===== src/rtl/spi_byte_fifo_pkg.sv =====
// Shared register map, STATUS/IE bit positions and address decode for the SPI byte FIFO stage.
package spi_byte_fifo_pkg;

  localparam logic [15:0] ADDR_TXDATA = 16'h0000;
  localparam logic [15:0] ADDR_RXDATA = 16'h0004;
  localparam logic [15:0] ADDR_STATUS = 16'h0008;
  localparam logic [15:0] ADDR_IE     = 16'h000C;
  localparam logic [15:0] ADDR_FLUSH  = 16'h0010;

  localparam int ST_TX_EMPTY   = 0;
  localparam int ST_TX_FULL    = 1;
  localparam int ST_RX_EMPTY   = 2;
  localparam int ST_RX_FULL    = 3;
  localparam int ST_RX_OVF     = 4;
  localparam int ST_TX_OVF     = 5;
  localparam int ST_TX_CNT_LSB = 8;
  localparam int ST_RX_CNT_LSB = 16;

  localparam int IE_TX_EMPTY = 0;
  localparam int IE_RX_AVAIL = 1;
  localparam int IE_OVF      = 2;

  localparam int FLUSH_TX_BIT = 0;
  localparam int FLUSH_RX_BIT = 1;

  typedef enum logic [2:0] {
    REG_NONE,
    REG_TXDATA,
    REG_RXDATA,
    REG_STATUS,
    REG_IE,
    REG_FLUSH
  } reg_sel_e;

  // Full 16-bit compare so aliases of the map never select a register.
  function automatic reg_sel_e decode_addr(input logic [15:0] addr);
    reg_sel_e sel;
    sel = REG_NONE;
    case (addr)
      ADDR_TXDATA: sel = REG_TXDATA;
      ADDR_RXDATA: sel = REG_RXDATA;
      ADDR_STATUS: sel = REG_STATUS;
      ADDR_IE:     sel = REG_IE;
      ADDR_FLUSH:  sel = REG_FLUSH;
      default:     sel = REG_NONE;
    endcase
    return sel;
  endfunction

endpackage


===== src/rtl/spi_byte_fifo_sync.sv =====
// Single-clock byte FIFO with show-ahead head, occupancy count and flush.
// A push into a full FIFO is still accepted when a pop happens on the same edge.
module sync_byte_fifo #(
  parameter  int DEPTH = 16,
  localparam int AW    = $clog2(DEPTH),
  localparam int CNT_W = AW + 1
) (
  input  logic             clk,
  input  logic             rst,
  input  logic             push,
  input  logic             pop,
  input  logic             flush,
  input  logic [7:0]       din,
  output logic [7:0]       head,
  output logic [CNT_W-1:0] count,
  output logic             full,
  output logic             empty,
  output logic             drop
);

  logic [7:0]       mem_q [DEPTH];
  logic [AW-1:0]    wr_ptr_q, wr_ptr_d;
  logic [AW-1:0]    rd_ptr_q, rd_ptr_d;
  logic [CNT_W-1:0] count_q, count_d;
  logic             pop_ok;
  logic             push_ok;

  assign empty   = (count_q == '0);
  assign full    = (count_q == CNT_W'(DEPTH));
  assign count   = count_q;
  assign head    = mem_q[rd_ptr_q];
  assign pop_ok  = pop & ~empty;
  assign push_ok = push & (~full | pop_ok);
  // A flushed byte is discarded, not counted as an overflow.
  assign drop    = push & ~push_ok & ~flush;

  always_comb begin
    wr_ptr_d = wr_ptr_q;
    rd_ptr_d = rd_ptr_q;
    count_d  = count_q;
    if (flush) begin
      wr_ptr_d = '0;
      rd_ptr_d = '0;
      count_d  = '0;
    end else begin
      if (push_ok) wr_ptr_d = wr_ptr_q + 1'b1;
      if (pop_ok)  rd_ptr_d = rd_ptr_q + 1'b1;
      case ({push_ok, pop_ok})
        2'b10:   count_d = count_q + CNT_W'(1);
        2'b01:   count_d = count_q - CNT_W'(1);
        default: count_d = count_q;
      endcase
    end
  end

  always_ff @(posedge clk) begin
    if (rst) begin
      wr_ptr_q <= '0;
      rd_ptr_q <= '0;
      count_q  <= '0;
    end else begin
      wr_ptr_q <= wr_ptr_d;
      rd_ptr_q <= rd_ptr_d;
      count_q  <= count_d;
    end
  end

  always_ff @(posedge clk) begin
    if (push_ok && !flush) mem_q[wr_ptr_q] <= din;
  end

endmodule


===== src/rtl/spi_byte_fifo.sv =====
// Register-mapped TX/RX byte FIFOs in front of the SPI shift engine, with sticky
// overflow flags, interrupt enables and a registered level interrupt.
module spi_byte_fifo
  import spi_byte_fifo_pkg::*;
#(
  parameter  int DEPTH = 16,
  localparam int CNT_W = $clog2(DEPTH) + 1
) (
  input  logic        clk,
  input  logic        rst,
  input  logic [15:0] rw_addr,
  input  logic        wr_en,
  input  logic [31:0] wr_data,
  input  logic [3:0]  wr_strb,
  input  logic        rd_en,
  output logic [31:0] rd_data,
  output logic [7:0]  tx_data,
  output logic        tx_valid,
  input  logic        tx_ready,
  input  logic [7:0]  rx_data,
  input  logic        rx_valid,
  output logic        irq
);

  reg_sel_e         sel;
  logic             wr_ok;
  logic             tx_push, tx_flush, tx_full, tx_empty, tx_drop;
  logic             rx_pop, rx_flush, rx_full, rx_empty, rx_drop;
  logic [CNT_W-1:0] tx_count, rx_count;
  logic [7:0]       rx_head;
  logic [31:0]      status;
  logic             unused_wr_bits;

  logic [2:0] ie_q, ie_d;
  logic       tx_ovf_q, tx_ovf_d;
  logic       rx_ovf_q, rx_ovf_d;
  logic       irq_q, irq_d;

  assign sel      = decode_addr(rw_addr);
  assign wr_ok    = wr_en & (wr_strb == 4'b1111);
  assign tx_push  = wr_ok & (sel == REG_TXDATA);
  assign rx_pop   = rd_en & (sel == REG_RXDATA);
  assign tx_flush = wr_ok & (sel == REG_FLUSH) & wr_data[FLUSH_TX_BIT];
  assign rx_flush = wr_ok & (sel == REG_FLUSH) & wr_data[FLUSH_RX_BIT];
  assign unused_wr_bits = ^wr_data[31:8];

  sync_byte_fifo #(.DEPTH(DEPTH)) u_tx_fifo (
    .clk   (clk),
    .rst   (rst),
    .push  (tx_push),
    .pop   (tx_ready),
    .flush (tx_flush),
    .din   (wr_data[7:0]),
    .head  (tx_data),
    .count (tx_count),
    .full  (tx_full),
    .empty (tx_empty),
    .drop  (tx_drop)
  );

  sync_byte_fifo #(.DEPTH(DEPTH)) u_rx_fifo (
    .clk   (clk),
    .rst   (rst),
    .push  (rx_valid),
    .pop   (rx_pop),
    .flush (rx_flush),
    .din   (rx_data),
    .head  (rx_head),
    .count (rx_count),
    .full  (rx_full),
    .empty (rx_empty),
    .drop  (rx_drop)
  );

  assign tx_valid = ~tx_empty;
  assign irq      = irq_q;

  always_comb begin
    status                         = '0;
    status[ST_TX_EMPTY]            = tx_empty;
    status[ST_TX_FULL]             = tx_full;
    status[ST_RX_EMPTY]            = rx_empty;
    status[ST_RX_FULL]             = rx_full;
    status[ST_RX_OVF]              = rx_ovf_q;
    status[ST_TX_OVF]              = tx_ovf_q;
    status[ST_TX_CNT_LSB +: 8]     = 8'(tx_count);
    status[ST_RX_CNT_LSB +: 8]     = 8'(rx_count);
  end

  // Read mux is purely address-decoded; an empty RX FIFO reads as zero.
  always_comb begin
    rd_data = '0;
    case (sel)
      REG_RXDATA: rd_data = rx_empty ? 32'd0 : {24'd0, rx_head};
      REG_STATUS: rd_data = status;
      REG_IE:     rd_data = {29'd0, ie_q};
      default:    rd_data = '0;
    endcase
  end

  // Overflow set is applied after the W1C clear so a coincident set survives.
  always_comb begin
    ie_d     = ie_q;
    tx_ovf_d = tx_ovf_q;
    rx_ovf_d = rx_ovf_q;
    if (wr_ok && sel == REG_IE) ie_d = wr_data[2:0];
    if (wr_ok && sel == REG_STATUS) begin
      if (wr_data[ST_TX_OVF]) tx_ovf_d = 1'b0;
      if (wr_data[ST_RX_OVF]) rx_ovf_d = 1'b0;
    end
    if (tx_drop) tx_ovf_d = 1'b1;
    if (rx_drop) rx_ovf_d = 1'b1;
    irq_d = (ie_q[IE_TX_EMPTY] & tx_empty)
          | (ie_q[IE_RX_AVAIL] & ~rx_empty)
          | (ie_q[IE_OVF] & (rx_ovf_q | tx_ovf_q));
  end

  always_ff @(posedge clk) begin
    if (rst) begin
      ie_q     <= '0;
      tx_ovf_q <= 1'b0;
      rx_ovf_q <= 1'b0;
      irq_q    <= 1'b0;
    end else begin
      ie_q     <= ie_d;
      tx_ovf_q <= tx_ovf_d;
      rx_ovf_q <= rx_ovf_d;
      irq_q    <= irq_d;
    end
  end

endmodule


===== config.mk =====
export PLATFORM = sky130hd
export DESIGN_NAME = spi_byte_fifo
export DESIGN_NICKNAME = d
export VERILOG_FILES = /design/src/rtl/spi_byte_fifo_pkg.sv /design/src/rtl/spi_byte_fifo_sync.sv /design/src/rtl/spi_byte_fifo.sv
export SDC_FILE = /design/constraint.sdc
export NUM_CORES = 1
export LEC_CHECK = 0
export CAP_MARGIN = 20
export CORE_MARGIN = 1
export CORE_UTILIZATION = 62
export DETAILED_ROUTE_END_ITERATION = 10
export MAX_ROUTING_LAYER = met4
export PLACE_DENSITY = 0.82
export SETUP_SLACK_MARGIN = 0.3
export SLEW_MARGIN = 20
export SYNTH_ARGS = -nofsm -noshare
export SYNTH_HDL_FRONTEND = slang
export SYNTH_HIERARCHICAL = 1
export SYNTH_SLANG_ARGS = --single-unit

===== constraint.sdc =====
create_clock -name clk -period 7.7 [get_ports clk]
set_input_delay 1.54 -clock clk [delete_from_list [all_inputs] [get_ports clk]]
set_output_delay 1.54 -clock clk [all_outputs]
set_load 0.02 [all_outputs]

==> summary.md <==
| Metric | Value |
|---|---|
| GPL Wtd Cong | `0.870` |
| Leak | `approximately 4.6 nW` |
| Final Max Tran Viols | `0` |
| Largest net degree at the start of global routing | `33` |
| Worst r2r dst | `u_tx_fifo/count[4]$_SDFFE_PP0P_` |
| DRC Markers | `0` |
| Yosys reg bits | `around 300` |
| DR vias/cell | `about 6.2` |
| CTS tree | `built` |
| Starting Density | `0.637` |
| Cell Rows | `51` |
| Maximum capacitance violations | `0` |
| Via count | `7,033` |
| Peak supply drop | `roughly 0.00032 V` |
| Area leader, netlist | `edfxtp_1` |
| WL met2 | `14.6 mm` |
| Status | `complete, no violations` |
| Critical Setup Path Class | `in -> out` |
| R2r startpoint | `u_tx_fifo/count[0]$_SDFFE_PP0P_` |
| Bufs on Longest Clock Path | `3` |
| Min Tclk post-route | `between 5 and 6 ns` |
| Post-synth EDFFs | `~260` |
| Share of cells above drive strength 1 | `0.180` |
| Port Buf Inserts | `69` |
| PwrDens | `232 nW/µm²` |
| Cell count after synthesis | `769` |
| # resized after CTS | `0` |
| Worst hold slack | `around 0.51 ns` |
| Clock skew | `0.0177 ns` |
| Vias in the first global route | `7,119` |
| Final hold violations | `0` |
| Ant. Diodes | `0` |
| IO Count | `108` |
| Worst-case reg-to-reg path depth | `8` |
| Share of the synthesized area in the top cell type | `0.614` |
| WHS Endpoint | `irq$_SDFF_PP0_` |
| Die height | `about 140 µm` |
| Power consumption | `3.34 mW` |
| WL/cell | `23.6 µm` |
| Crit share post-route | `0.741` |
| RSZ-0062 raised after global routing | `no` |
| Worst Setup End Kind | `output port` |
| Total Routing Usage GR | `0.275` |
| HP Class | `reg -> reg` |
| Clock transition at path regs | `around 0.06 ns` |
| R2R setup slack | `4.78 ns` |
| Chip width | `144 µm` |
| DRT met1 WL | `9.98 mm` |
| Uppermost layer routed | `met4` |
| Synth Cell Area | `about 13,000 µm²` |
| Syn_area_per_cell | `16.3 µm²` |
| Antenna violations before repair | `0` |
| Startpoint Class | `input pin` |
| Clock sink count | `296` |
| Utilization after layout | `0.732` |
| DR WL met3 | `~1.4 mm` |
| Total negative slack | `0 ns` |
| 1st-iter DRT viols | `674` |
| Core area | `19,700 µm²` |
| # hold bufs at CTS | `0` |
| Synth area leaders | `edfxtp_1 (61%), mux4_2 (12%), dfxtp_1 (6.4%)` |
| Worst Hold Launch | `ie_q[2]$_SDFFE_PP0P_` |
| Arrival time at the worst endpoint | `4.17 ns` |
| Final Instance Area | `around 14,000 µm²` |
| First-pass GRT wire length | `40.5 mm` |
| Rel. slew slack | `0.435` |
| Most frequent cells after synthesis | `edfxtp_1 (256), nor2_1 (70), mux4_2 (64)` |
| Layout fillers | `1,150` |
| Worst-Skew Late Latency | `0.54 ns` |
| Most numerous cell in the Yosys netlist | `edfxtp_1` |
| FMAX | `175 MHz` |
| Worst-Margin Slew | `approximately 0.85 ns` |
| Grt ovf | `0` |
| Ys async rst share | `0` |
| Synth warnings | `6` |
| Synthesis-to-finish area growth | `14.9%` |
| Dominant synthesized flop cell | `edfxtp_1` |
| Post-DRT Antenna Nets | `0` |
| Placed Instance Area | `13,400 µm²` |
| Drt total wl | `26.6 mm` |
| Root Driver | `clkbuf_16` |
| Worst hold path depth | `2` |
| Layout Nets | `926` |
| CP required | `6.16 ns` |
| Worst-path maximum fanout | `8` |
| Detail Placement HPWL | `17.1 mm` |
| Final setup vio count | `0` |
| Seq/Total Area, Yosys | `0.678` |
| H-Tree Depth | `1` |
| Total CTS buffers | `28` |
| Post-CTS setup buffers | `0` |
| Drt pass-1 iters | `5` |
| Distinct cell type count after synthesis | `53` |
| Die outline area | `20,800 µm²` |
-- routing by layer --
layer	track usage	up-vias
met5	-	-
met4	0.0829	0
met3	0.0325	54
met2	0.489	265
met1	0.330	3588
li1	-	3126
-- power by group --
| part | switching [mW] | internal [mW] |
|---|---|---|
| combinational | 0.111 | 0.0680 |
| clock | 0.556 | 0.841 |
| sequential | 0.0114 | 1.75 |
-- critical path, cell delays in order --
cell             delay, ns
clkdlybuf4s50_1       0.42
nor4_2                0.33
nand2_1               0.20
or4_1                 0.67
nor3_2                0.24
and2_1                0.17
clkdlybuf4s50_1       0.60
-- kinds of logic after synthesis --
kind of cell / synth area share
AO/OA/AOI/OAI: 0.0544
XOR/XNOR: 0.00770
adder cells (fa/ha/maj): 0.0192
buffers and inverters: 0.0263
flip-flops: 0.678
multiplexers: 0.127
other: 0.000300
AND/OR/NAND/NOR: 0.0876
-- state kept, by name (all words and copies together) (netlist names), named ones only --
signal,flops
u_rx_fifo/mem_q,128
u_tx_fifo/wr_ptr_q,4
u_tx_fifo/mem_q,128
irq,1
ie_q,3
u_rx_fifo/count,5
u_rx_fifo/rd_ptr_q,4
tx_ovf_q,1
u_rx_fifo/wr_ptr_q,4
rx_ovf_q,1
u_tx_fifo/rd_ptr_q,4
u_tx_fifo/count,5
-- worst max-delay path by stage --
stage                     start  cells past startpoint                               to
floorplan           rw_addr[13]                     12  u_rx_fifo/count[4]$_SDFFE_PP0P_
global placement     rw_addr[9]                      7                       rd_data[7]
detailed placement   rw_addr[9]                      7                       rd_data[7]
CTS                  rw_addr[9]                      7                       rd_data[7]
global route         rw_addr[9]                      7                       rd_data[7]
finish               rw_addr[9]                      7                       rd_data[7]
-- per-stage QoR --
step / cells / setup WS [ns]
floorplan: 782 / 2.89
global placement: 1077 / 2.05
detailed placement: 1077 / 1.99
CTS: 1128 / 1.98
global route: 1128 / 1.84
finish: 1128 / 1.99
-- final cells by class --
class                           instances  area, µm²  area share
Multi-Input combinational cell        420       3790       0.263
Tap cell                              265        332      0.0231
Clock inverter                         13        165      0.0115
Timing Repair Buffer                   79        766      0.0532
Sequential cell                       296       8490       0.590
Inverter                               17       63.8     0.00444
Clock buffer                           38        779      0.0542
-- placed cells by master, fill, tap and decap left out, types with 4 or more instances in the layout --
| master | count |
|---|---|
| a211oi_1 | 8 |
| a21o_1 | 4 |
| a21oi_1 | 8 |
| a22oi_1 | 33 |
| and2_1 | 14 |
| buf_4 | 10 |
| bufinv_16 | 4 |
| clkbuf_1 | 7 |
| clkbuf_16 | 29 |
| clkdlybuf4s50_1 | 69 |
| clkinv_2 | 6 |
| conb_1 | 14 |
| dfxtp_1 | 37 |
| edfxtp_1 | 256 |
| ha_1 | 16 |
| inv_1 | 15 |
| mux2i_1 | 12 |
| mux4_2 | 64 |
| nand2_1 | 41 |
| nand2b_1 | 10 |
| nand3_1 | 9 |
| nand4_1 | 4 |
| nor2_1 | 70 |
| nor2b_1 | 14 |
| nor3_1 | 7 |
| nor3_2 | 9 |
| nor4_2 | 6 |
| o211ai_1 | 8 |
| o21ai_1 | 7 |
| o21ai_4 | 4 |
| or4_1 | 7 |
| xnor2_1 | 5 |
| xor2_1 | 6 |
Power figures use the tool's default switching activity.
